===== config.mk =====
export PLATFORM = sky130hd
export DESIGN_NAME = if_id_frontend
export DESIGN_NICKNAME = d
export VERILOG_FILES = /design/src/rtl/if_id_frontend_pkg.sv /design/src/rtl/if_id_frontend_sat_counter.sv /design/src/rtl/if_id_frontend.sv
export SDC_FILE = /design/constraint.sdc
export NUM_CORES = 1
export LEC_CHECK = 0
export ABC_AREA = 1
export CORE_MARGIN = 5
export CORE_UTILIZATION = 41
export CTS_BUF_LIST = sky130_fd_sc_hd__clkbuf_4
export DETAILED_ROUTE_END_ITERATION = 12
export GPL_ROUTABILITY_DRIVEN = 0
export PLACE_DENSITY = 0.78
export SLEW_MARGIN = 20
export SYNTH_ARGS = -nofsm -noshare
export SYNTH_HDL_FRONTEND = slang
export SYNTH_HIERARCHICAL = 1
export SYNTH_SLANG_ARGS = --single-unit

===== constraint.sdc =====
create_clock -name clk -period 5.4 [get_ports clk]
set_clock_uncertainty 0.05 [all_clocks]
set_input_delay 1.08 -clock clk [delete_from_list [all_inputs] [get_ports clk]]
set_output_delay 1.08 -clock clk [all_outputs]
set_load 0.02 [all_outputs]

===== src/rtl/if_id_frontend_pkg.sv =====
// Shared definitions for the fetch front end: ISA widths, reset/bubble constants
// and the next-PC source encoding.
package if_id_frontend_pkg;

   localparam int XLEN = 32;

   localparam logic [XLEN-1:0] RV_NOP_INST = 32'h0000_0013;
   localparam logic [XLEN-1:0] RV_RESET_PC = 32'h0000_0000;

   typedef enum logic [1:0] {
      PC_STEP     = 2'd0,
      PC_HOLD     = 2'd1,
      PC_REDIRECT = 2'd2
   } pc_sel_e;

   // Older branch/jump in MEM outranks a data stall; any other hazard freezes fetch.
   function automatic pc_sel_e pc_select(input logic en_if, input logic nop_ifid,
                                         input logic ctrl_stall, input logic taken);
      if (ctrl_stall && taken)
         return PC_REDIRECT;
      else if (!en_if || ctrl_stall || nop_ifid)
         return PC_HOLD;
      else
         return PC_STEP;
   endfunction

endpackage


===== src/rtl/if_id_frontend_sat_counter.sv =====
// Saturating up-counter used for hazard performance statistics; sticks at all-ones.
module sat_counter #(
   parameter int W = 32
) (
   input  logic         clk,
   input  logic         rst,
   input  logic         inc,
   output logic [W-1:0] cnt
);

   always_ff @(posedge clk or posedge rst) begin
      if (rst)
         cnt <= '0;
      else if (inc && (cnt != {W{1'b1}}))
         cnt <= cnt + W'(1);
   end

endmodule


===== src/rtl/if_id_frontend.sv =====
// Fetch front end: PC register, next-PC mux, IF/ID pipeline register and
// saturating hazard counters driven by the hazard unit's stall/flush controls.
module if_id_frontend
   import if_id_frontend_pkg::*;
#(
   parameter logic [XLEN-1:0] RESET_PC = RV_RESET_PC,
   parameter logic [XLEN-1:0] NOP_INST = RV_NOP_INST,
   parameter int              CNT_W    = 32
) (
   input  logic             clk,
   input  logic             rst,
   input  logic             en_IF,
   input  logic             en_IFID,
   input  logic             NOP_IFID,
   input  logic             Control_stall_IF,
   input  logic             Branch_taken,
   input  logic [XLEN-1:0]  Branch_target,
   input  logic [XLEN-1:0]  inst_in,
   output logic [XLEN-1:0]  PC_out,
   output logic [XLEN-1:0]  PC_out_IFID,
   output logic [XLEN-1:0]  inst_out_IFID,
   output logic             valid_out_IFID,
   output logic [CNT_W-1:0] data_stall_cnt,
   output logic [CNT_W-1:0] ctrl_flush_cnt,
   output logic [CNT_W-1:0] redirect_cnt
);

   pc_sel_e         pc_sel;
   logic [XLEN-1:0] pc_next;
   logic            bubble_ifid;

   assign pc_sel      = pc_select(en_IF, NOP_IFID, Control_stall_IF, Branch_taken);
   // A stalled ID instruction is never squashed, so a bubble only lands when ID may advance.
   assign bubble_ifid = en_IFID && NOP_IFID;

   always_comb begin
      pc_next = PC_out;
      case (pc_sel)
         PC_REDIRECT: pc_next = Branch_target;
         PC_STEP:     pc_next = PC_out + XLEN'(4);
         default:     pc_next = PC_out;
      endcase
   end

   always_ff @(posedge clk or posedge rst) begin
      if (rst)
         PC_out <= RESET_PC;
      else
         PC_out <= pc_next;
   end

   always_ff @(posedge clk or posedge rst) begin
      if (rst) begin
         PC_out_IFID    <= '0;
         inst_out_IFID  <= NOP_INST;
         valid_out_IFID <= 1'b0;
      end else if (bubble_ifid) begin
         inst_out_IFID  <= NOP_INST;
         valid_out_IFID <= 1'b0;
      end else if (en_IFID) begin
         PC_out_IFID    <= PC_out;
         inst_out_IFID  <= inst_in;
         valid_out_IFID <= 1'b1;
      end
   end

   sat_counter #(.W(CNT_W)) u_data_stall_cnt (
      .clk (clk),
      .rst (rst),
      .inc (!en_IF),
      .cnt (data_stall_cnt)
   );

   sat_counter #(.W(CNT_W)) u_ctrl_flush_cnt (
      .clk (clk),
      .rst (rst),
      .inc (bubble_ifid),
      .cnt (ctrl_flush_cnt)
   );

   sat_counter #(.W(CNT_W)) u_redirect_cnt (
      .clk (clk),
      .rst (rst),
      .inc (pc_sel == PC_REDIRECT),
      .cnt (redirect_cnt)
   );

endmodule


# [Word level (Yosys, flattened, before mapping)]
# Index checks and enable logic that the tools add are counted.
[classes] n_reduce_logical=12 addsub=4 muxes=7 eq_ne=4 n_bitwise=1
[ops] op="adder 32 x 1 -> 32 bit, second input constant" count=3
[ops] op="inequality test 32 bit, second input constant" count=3
[ops] op="2-to-1 mux 32 bit" count=2
[ops] op="one-hot mux 32 bit (2 select lines)" count=1
[ops] op="adder 32 x 3 -> 32 bit, second input constant" count=1
[ops] op="logical AND 1 bit" count=5
[ops] op="nonzero test 2 bit" count=2
[ops] op="2-to-1 mux 1 bit" count=3
[ops] op="equality test 2 bit, second input constant" count=1
[ops] op="zero test 2 bit" count=1
[ops] op="logical OR 1 bit" count=2
[ops] op="2-to-1 mux 2 bit" count=1
[ops] op="AND reduction 2 bit" count=1
[ops] op="zero test 1 bit" count=1
[ops] op="inverter 1 bit" count=1
[word_totals] elab_cells=35 regBits=193 input_bits=71 output_inout_bits=193

# [Logic depth before layout (Yosys ltp)]
# Gate-level depths: netlist (run 1).
[logic_depth] depth_word=7 ltp_mapped=11 depth_no_buf=10

# [Modules after synthesis]
# The synthesis (run 1) kept the hierarchy.
[modules_own_cells] module="sat_counter" seq_area_each_um2=800.8 area_per_inst_um2=2257.2 n_inst=3 cells_per_inst=361
[modules_own_cells] module="if_id_frontend" seq_area_each_um2=2431.1 area_per_inst_um2=4639.4 n_inst=1 cells_per_inst=541

# [Least setup slack after synthesis (run 1)]
# OpenSTA, ideal clock, no wires.
[synth_path] kind="input to register" from="input Control_stall_IF" to="register u_redirect_cnt.cnt[10]" t_arrival_ps=2340 stages=9 n_path_buf=3 setup_ps=65 slack_ps=2946 t_required_ps=5285 path_cell_list="nand2_1 > inv_2 > buf_1 > inv_1 > a21oi_1 > buf_6 > buf_6 > nand2_1 > nand2_1"
[synth_between] elab_chain_cells=6 elab_cells_between_ends=7 cone_classes="1 x eq/ne; 2 x mux; 4 x reduce/logical"
[synth_lines] element="start, declared" line="if_id_frontend.sv:15" rtl="input logic Control_stall_IF,"
[synth_lines] element="logical OR 1 bit (2 in a row)" line="if_id_frontend_pkg.sv:21" rtl="else if (!en_if || ctrl_stall || nop_ifid)"
[synth_lines] element="2-to-1 mux 1 bit" line="if_id_frontend_pkg.sv:21"
[synth_lines] element="2-to-1 mux 2 bit (*)" line="if_id_frontend_pkg.sv:19" rtl="if (ctrl_stall && taken)"
[synth_lines] element="equality test 2 bit (*)" line="if_id_frontend.sv:84" rtl=".inc (pc_sel == PC_REDIRECT),"
[synth_lines] element="logical AND 1 bit (*)" line="if_id_frontend_sat_counter.sv:14" rtl="else if (inc && (cnt != {W{1'b1}}))"
[synth_lines] element="end signal, assigned" line="if_id_frontend_sat_counter.sv:15" rtl="cnt <= cnt + W'(1);"
[synth_lines] element="end, declared" line="if_id_frontend_sat_counter.sv:8" rtl="output logic [W-1:0] cnt"
# Mark *: on every way between the ends. The rest lies on a longest branch, timed or not.
# A chain may end at the register's enable or synchronous reset.

# [Worst setup path after layout (run 1)]
[layout_path] from="register PC_out[16]" to="output PC_out[16]"
[layout_rtl] element="start, declared" line="if_id_frontend.sv:19" rtl="output logic [XLEN-1:0] PC_out,"
[layout_rtl] element="start signal, assigned" line="if_id_frontend.sv:49" rtl="PC_out <= pc_next;"
# No word-level cell between the ends.

==> results of run 1 <==
cell type report:
cell class                 instances  area, sq um
tap                              378          473
clock buffer                      17          128
inverter                         132          498
timing repair buffer             270         2690
multi-input combinational       1260         5810
fill                            2674        13000
sequential                       193         4830
antenna                            3         7.51
clock inverter                    15          219
final timing paths:
kind	startpoint	end	slack, ns
max	PC_out[16]	PC_out[16]	2.40
min	PC_out_IFID[6]	PC_out_IFID[6]	0.46
max reg2reg	u_data_stall_cnt/cnt[0]	u_data_stall_cnt/cnt[10]	3.04
min reg2reg	PC_out_IFID[6]	PC_out_IFID[6]	0.46
max in group asynchronous	rst	inst_out_IFID[1]	3.25
min in group asynchronous	rst	u_data_stall_cnt/cnt[4]	0.93
routing by layer:
| metal | wire length, microns | vias to the layer above | track usage (%) |
|---|---|---|---|
| met5 | 13 | - | 0 |
| met1 | 14300 | 5328 | 27.7 |
| met3 | 2600 | 50 | 5.17 |
| li1 | - | 5540 | - |
| met4 | 769 | 2 | 6.71 |
| met2 | 16300 | 379 | 36.8 |
cells in the mapped netlist:
cell type	count	area [sq um]
a21oi_1	4	20.0
a22o_1	29	254
a22oi_1	2	15.0
a31oi_1	1	6.26
and2_1	3	18.8
buf_1	2	7.51
buf_2	15	75.1
buf_4	5	37.5
buf_6	6	67.6
buf_8	6	90.1
clkbuf_1	5	18.8
clkinv_1	1	3.75
dfrtp_1	190	4750
dfstp_2	3	78.8
ha_1	4	50.1
inv_1	123	462
inv_2	8	30.0
nand2_1	766	2880
nand2_2	18	113
nand2_4	7	78.8
nand3_1	93	465
nand3b_1	7	52.6
nand3b_4	4	80.1
nand4_1	5	31.3
nor2_1	175	657
nor2_2	21	131
nor2_4	13	146
nor2_8	3	60.1
nor3_1	7	35.0
nor3b_1	1	7.51
o211ai_1	11	82.6
o21a_1	5	37.5
o21ai_0	35	175
o21ai_1	2	10.0
o221ai_1	1	8.76
o22a_1	3	26.3
or2_2	1	6.26
xnor2_1	19	166
xor2_1	20	175
state kept, by name (all words and copies together), names as in the netlist:
| register | cells |
|---|---|
| u_redirect_cnt/cnt | 32 |
| u_data_stall_cnt/cnt | 32 |
| PC_out_IFID | 32 |
| inst_out_IFID | 32 |
| PC_out | 32 |
| u_ctrl_flush_cnt/cnt | 32 |
| valid_out_IFID | 1 |
cell usage in the layout, fill, tap and decap left out, types with 2 or more instances in the layout:
cell	instances
nand4_1	5
nor2_1	175
buf_4	7
nand3_1	93
xor2_1	20
diode_2	3
nand2_4	7
nor2_2	20
and2_1	3
nand2_1	766
inv_1	122
o21a_1	5
dfstp_2	3
nand3b_4	4
clkbuf_4	17
nand3b_1	7
a22o_1	29
o22a_1	3
nand2_2	18
inv_12	4
xnor2_1	19
o21ai_1	2
nor2_8	3
nor3_1	7
inv_8	4
dfrtp_1	190
ha_1	4
nor2_4	14
clkdlybuf4s50_1	263
clkinv_8	5
a22oi_1	2
o211ai_1	11
o21ai_0	35
a21oi_2	2
inv_2	8
cells by family after synthesis:
kind of cell,share of synthesized area [%]
simple gates,41.7
flops,42.4
fa+ha+maj,0.439
compound gates,5.57
xor+xnor,2.99
buf+inv,6.94
per-stage QoR:
stage                     instances  power, uW  setup slack [ns]  cell area, sq um
after detailed placement       2233       2690              1.85             14300
after global placement         2233       2670              1.90             14300
after floorplan                1624       2230              1.74             11400
after global routing           2268       3750              2.29             14700
final                          2268       3570              2.40             14700
after CTS                      2265       3600              2.35             14600
power by group through the flow:
stage | clock network (uW) | registers (uW) | logic [uW]
2_1_floorplan | 0 | 1910 | 324
3_3_place_gp | 0 | 1760 | 906
3_5_place_dp | 0 | 1770 | 921
4_1_cts | 932 | 1750 | 925
5_1_grt | 990 | 1770 | 988
6_report | 903 | 1750 | 914
==> results.yml, run 1 <==
status:
  status: "finished, final reports clean"
placed_design:
  detailedPlacementHpwl_mm: 25.5
  io_buffers: 263
synth:
  syn_inst: 1624
  syn_avg_cell_area_sq_um: 7.03
  syn_nets: 1699
  yosysWarnings: 6
  yosysSeqAreaShare_pct: 42.4
  ys_ff_latch: 193
  syn_area_sq_um: 11400
  synth_cell_types: 39
global_route:
  grt_pass1_wl_mm: 55.5
  grt_remaining_overflow: 0
  grt_pass1_vias: 11100
  track_usage_pct: 21.8
  grt_max_degree: 75
  antenna_found_initial: 4
pwr:
  p_leak_uw: 0.00664
  power_frac_seq_pct: 49.0
  p_clk_share_pct: 25.3
  p_int_uw: 2230
  comb_power_share_pct: 25.6
  p_switching_uw: 1340
  ir_drop_mv: 0.136
  swShare_pct: 37.5
  powerDensity_nw_per_um2: 243
min_path:
  min_path_cells: 2
  hold_class: "flip-flop to flip-flop"
floorplan:
  die_x_microns: 177
  floorplan.die.height_microns: 177
  core_area_sq_um: 27600
  ios: 264
  rows: 61
  dieArea_sq_um: 31300
  start_util_pct: 41.3
route:
  dr_total_vias: 11300
  initialDrtViolationCount: 897
  drc: 0
  ant_nets: 0
  dr.pass1.iters: 7
  routed_via_density: 4.98
  wire_per_inst_microns: 15.0
  totalWireLength_mm: 34.0
setup_path:
  required_ns: 4.27
  cp_top_family: "buffers and inverters"
  slowest_delay_ns: 0.67
  worstRegToRegCells: 9
  critPathMaxFanout: 6
  crit_chain: "clkdlybuf4s50_1"
  crit_slowest_cell: "clkdlybuf4s50_1"
  crit_cells: 1
  worstSetupStartpointType: "flip-flop"
  setup.worst_path.end_class: "output port"
  critical_path_class: "flip-flop to output port"
  arrival_ns: 1.87
  cp_num_buf_inv: 1
timing:
  setup_tns_ns: 0
  rsz0062_at_grt: "false"
  fin_crit_sh_pct: 55.6
  hold_ws_ns: 0.457
  timing_hold_violations_final: 0
  slew_viol_final: 0
  worstMarginPinSlew_ns: 0.934
  slew_headroom_pct: 37.7
  period_needed_ns: 3.00
  fmax_mhz: 333
  setup_viol: 0
finish:
  drive_above_1_share_pct: 6.41
  layout.nets: 1949
  area_growth_pct: 28.4
  fin_util_pct: 53.0
clock_tree:
  tritoncts: "built"
  clock_sinks: 193
  hold_buffers: 0
  htree_levels: 4
  path_clk_slew_ns: 0.23
  clkLatencyLatePin_ns: 0.63
  clk_path_buf_depth: 2
  cts_root_buf: "clkbuf_4"
  cts_buffers: 17
  post_cts_buffers: 0
  post_cts_resized: 0
job:
  drv_cap: 0
(Power assumes the default switching activity.)
==> run 2, diff against run 1 <==
clock period = 3 ns   (was 5.4 ns; I/O delays follow)
==> run 2 against run 1 <==
Effect of this change:
- worst hold slack got worse by 0.0077 ns
- clock-buffer cell count unchanged
- largest power group unchanged
- design area rose by 0.38%
- global-route usage shrank 0.089 points
- setup slack lost 1.9 ns
==> results.yml, run 2 (synthesized netlist as in run 1, its figures left out) <==
min_path:
  hold_class: "flip-flop to flip-flop"
global_route:
  track_usage_pct: 21.7
  grt-busiest-layer: "met2"
  antenna_found_initial: 3
  grt_max_degree: 60
  grt_remaining_overflow: 0
  grt_pass1_vias: 10900
  grt.met1_usage_pct: 27.5
  use_met2_pct: 36.0
  globalRouteMet3Util_pct: 5.62
  grt_pass1_wl_mm: 55.2
route:
  initialDrtViolationCount: 793
  wire_per_inst_microns: 15.0
  dr.pass1.iters: 7
  totalWireLength_mm: 34.1
  dr_total_vias: 11300
  drc: 0
  ant_nets: 0
  routed_via_density: 4.98
finish:
  layout.nets: 1958
  area_growth_pct: 28.9
  final_cell_mix: "766 x nand2_1, 263 x clkdlybuf4s50_1, 190 x dfrtp_1"
  final_common_cell: "nand2_1"
  fillers: 2658
  final_cell_area_sq_um: 14700
  drive_above_1_share_pct: 6.80
floorplan:
  ios: 264
  rows: 61
  die_x_microns: 177
  core_area_sq_um: 27600
  start_util_pct: 41.3
  floorplan.die.height_microns: 177
  dieArea_sq_um: 31300
clock_tree:
  clk_path_buf_depth: 2
  post_cts_buffers: 0
  cts_buffers: 17
  htree_levels: 4
  tritoncts: "built"
  clock_sinks: 193
  cts_root_buf: "clkbuf_4"
  clkLatencyLatePin_ns: 0.61
  post_cts_resized: 0
  hold_buffers: 0
  path_clk_slew_ns: 0.19
setup_path:
  crit_slowest_cell: "clkdlybuf4s50_1"
  setup.worst_path.end_class: "output port"
  slowest_delay_ns: 0.69
  required_ns: 2.35
  arrival_ns: 1.83
  crit_chain: "clkdlybuf4s50_1"
  cp_top_family: "buffers and inverters"
  critical_path_class: "flip-flop to output port"
  critPathMaxFanout: 7
  worstSetupStartpointType: "flip-flop"
  cp_num_buf_inv: 1
pwr:
  p_leak_uw: 0.00668
  powerDensity_nw_per_um2: 433
  ir_drop_mv: 0.250
job:
  drv_cap: 0
placed_design:
  place_area_sq_um: 14400
  io_buffers: 263
  detailedPlacementHpwl_mm: 26.0
timing:
  slew_viol_final: 0
  worstMarginPinSlew_ns: 0.877
  setup_viol: 0
  timing_hold_violations_final: 0
  period_needed_ns: 2.48
  slew_headroom_pct: 41.4
  setup_tns_ns: 0
  fmax_mhz: 403
  fin_crit_sh_pct: 82.7
  rsz0062_at_grt: "false"
status:
  status: "finished, final reports clean"
run 2: cell types whose count changed in the layout (fill, tap and decap cells not counted), moves of 2 or more:
cell | previous run | this run
inv_6 | 0 | 5
buf_4 | 7 | 14
buf_12 | 0 | 2
inv_8 | 4 | 2
inv_12 | 4 | 0
run 2: where the power goes:
group	total (uW)	internal [uW]	leakage (uW)	switching, uW
clock	1560	469	0.000167	1090
combinational	1670	732	0.00397	939
sequential	3150	2850	0.00254	297
run 2: stage by stage:
stage	total power, uW	hold WS [ns]	setup slack, ns	std cells	utilization, %
floorplan	4020	0.532	1.03	1624	-
global placement	4830	0.403	0.541	2242	52.1
detailed placement	4870	0.414	0.529	2242	52.1
CTS	6450	0.424	0.464	2274	53.2
global route	6700	0.430	0.415	2276	53.2
finish	6370	0.449	0.518	2276	53.2
run 2: final timing paths:
| path | start | to | slack, ns | cells past startpoint |
|---|---|---|---|---|
| worst max-delay path | PC_out[7] | PC_out[7] | 0.52 | 1 |
| worst min-delay path | PC_out_IFID[11] | PC_out_IFID[11] | 0.45 | 2 |
| worst max register to register | u_data_stall_cnt/cnt[0] | u_data_stall_cnt/cnt[23] | 0.80 | 9 |
| worst min register to register | PC_out_IFID[11] | PC_out_IFID[11] | 0.45 | 2 |
| max in group asynchronous | rst | PC_out_IFID[10] | 1.71 | 3 |
| min in group asynchronous | rst | u_redirect_cnt/cnt[21] | 0.52 | 3 |
run 2: cell type report:
cell class                 count  area, sq um  share of cell area (%)
timing repair buffer         279         2780                    18.9
antenna                        2         5.00                  0.0340
clock inverter                15          190                    1.29
multi-input combinational   1260         5800                    39.4
clock buffer                  17          128                   0.868
tap                          378          473                    3.22
sequential                   193         4830                    32.9
inverter                     132          499                    3.39
run 2: metal layers:
metal | vias to the layer above | part of all wire [%]
met5 | - | 0.038
met4 | 2 | 2.8
met3 | 77 | 7.4
met2 | 391 | 47
met1 | 5296 | 43
li1 | 5558 | -
==> run 3, diff against run 2 <==
clock period = 2.42 ns   (was 3 ns; I/O delays follow)
==> run 3 against run 2 <==
Effect of this change:
- clock power rose by 22%
- critical path depth did not move
- design area up 0.65%
- worst hold slack got worse by 0.10 ns
- largest power group unchanged
==> results.yml, run 3 (synthesized netlist as in run 1, its figures left out) <==
status:
  status: "finished, final reports clean"
setup_path:
  arrival_ns: 1.79
  required_ns: 1.89
  worstRegToRegCells: 9
  cp_top_family: "buffers and inverters"
  crit_chain: "clkdlybuf4s50_1"
  setup.worst_path.end_class: "output port"
  slowest_delay_ns: 0.66
  critical_path_class: "flip-flop to output port"
  worstSetupStartpointType: "flip-flop"
  rrSetupSlack_ns: 0.41
  crit_path_start: "PC_out[15]"
  critPathMaxFanout: 5
  crit_path_end: "PC_out[15]"
  reg2reg_from: "u_ctrl_flush_cnt/cnt[0]"
  crit_slowest_cell: "clkdlybuf4s50_1"
  cp_num_buf_inv: 1
  crit_cells: 1
  timing.rr.end: "u_ctrl_flush_cnt/cnt[23]"
global_route:
  grt_max_degree: 60
  grt_remaining_overflow: 0
  track_usage_pct: 22.1
  grt_pass1_vias: 10900
  antenna_found_initial: 3
  grt_pass1_wl_mm: 56.2
timing:
  setup_viol: 0
  timing_hold_violations_final: 0
  rsz0062_at_grt: "false"
  worstMarginPinSlew_ns: 0.884
  fin_crit_sh_pct: 95.9
  slew_viol_final: 0
  slew_headroom_pct: 41.0
  setup_tns_ns: 0
  fmax_mhz: 431
  period_needed_ns: 2.32
finish:
  area_growth_pct: 29.7
  final_cell_mix: "766 x nand2_1, 258 x clkdlybuf4s50_1, 181 x dfrtp_1"
  layout.nets: 1966
  final_common_cell: "nand2_1"
  drive_above_1_share_pct: 7.72
route:
  wire_per_inst_microns: 15.2
  routed_via_density: 4.93
  initialDrtViolationCount: 960
  totalWireLength_mm: 34.6
  ant_nets: 0
  dr_total_vias: 11300
  drc: 0
  dr.pass1.iters: 6
floorplan:
  floorplan.die.height_microns: 177
  start_util_pct: 41.3
  dieArea_sq_um: 31300
  rows: 61
  core_area_sq_um: 27600
  die_x_microns: 177
  ios: 264
pwr:
  ir_drop_mv: 0.347
  p_leak_uw: 0.00677
  total_power_uw: 7910
  powerDensity_nw_per_um2: 534
clock_tree:
  post_cts_buffers: 0
  cts_buffers: 17
  clock_sinks: 193
  cts_root_buf: "clkbuf_4"
  htree_levels: 4
  clkLatencyLatePin_ns: 0.61
  path_clk_slew_ns: 0.18
  tritoncts: "built"
  clk_path_buf_depth: 2
min_path:
  hold_class: "input port to asynchronous set/reset pin"
placed_design:
  detailedPlacementHpwl_mm: 26.3
  io_buffers: 263
job:
  drv_cap: 0
[run 3: metrics by stage]
stage / hold slack (ns) / utilization [%] / cell area (sq um) / cells / setup WS [ns]
final: 0.346 / 53.6 / 14800 / 2285 / 0.0982
after global routing: 0.299 / 53.6 / 14800 / 2284 / 0.000488
after CTS: 0.300 / 53.5 / 14800 / 2282 / 0.00626
after detailed placement: 0.414 / 52.4 / 14500 / 2250 / 0.122
after global placement: 0.406 / 52.3 / 14500 / 2250 / 0.0901
after floorplan: 0.532 / - / 11400 / 1624 / 0.543
[run 3: worst min path at each step]
stage	from	end	depth (start not counted)
after global routing	rst	valid_out_IFID	2
after global placement	PC_out_IFID[1]	PC_out_IFID[1]	2
after CTS	rst	valid_out_IFID	2
final	rst	PC_out_IFID[15]	2
after detailed placement	PC_out_IFID[8]	PC_out_IFID[8]	2
after floorplan	PC_out_IFID[11]	PC_out_IFID[11]	2
[run 3: power by group]
| part | switching (uW) | total (uW) | internal, uW | leakage (uW) |
|---|---|---|---|---|
| combinational | 1180 | 2110 | 925 | 0.00408 |
| clock | 1400 | 1900 | 498 | 0.000161 |
| sequential | 360 | 3900 | 3540 | 0.00253 |
| total | 2950 | 7910 | 4960 | 0.00677 |
[run 3: layer usage]
metal | routed length [microns] | share of wire (%) | track usage [%]
met1 | 14900 | 43 | 28.9
met2 | 16500 | 48 | 36.5
met3 | 2540 | 7.3 | 5.60
met4 | 701 | 2.0 | 6.45
met5 | 13 | 0.038 | 0
[run 3: cell type report]
class / instances / area [sq um]
Antenna cell: 3 / 7.51
Multi-Input combinational cell: 1260 / 5810
Tap cell: 378 / 473
Clock inverter: 15 / 183
Inverter: 132 / 499
Timing Repair Buffer: 287 / 2860
Clock buffer: 17 / 128
Sequential cell: 193 / 4840
Fill cell: 2636 / 12800
[run 3: what timing repair did]
item,CTS,global route
hold buffers,0,0
resized for setup,1,13
endpoints found under the setup margin,1,13
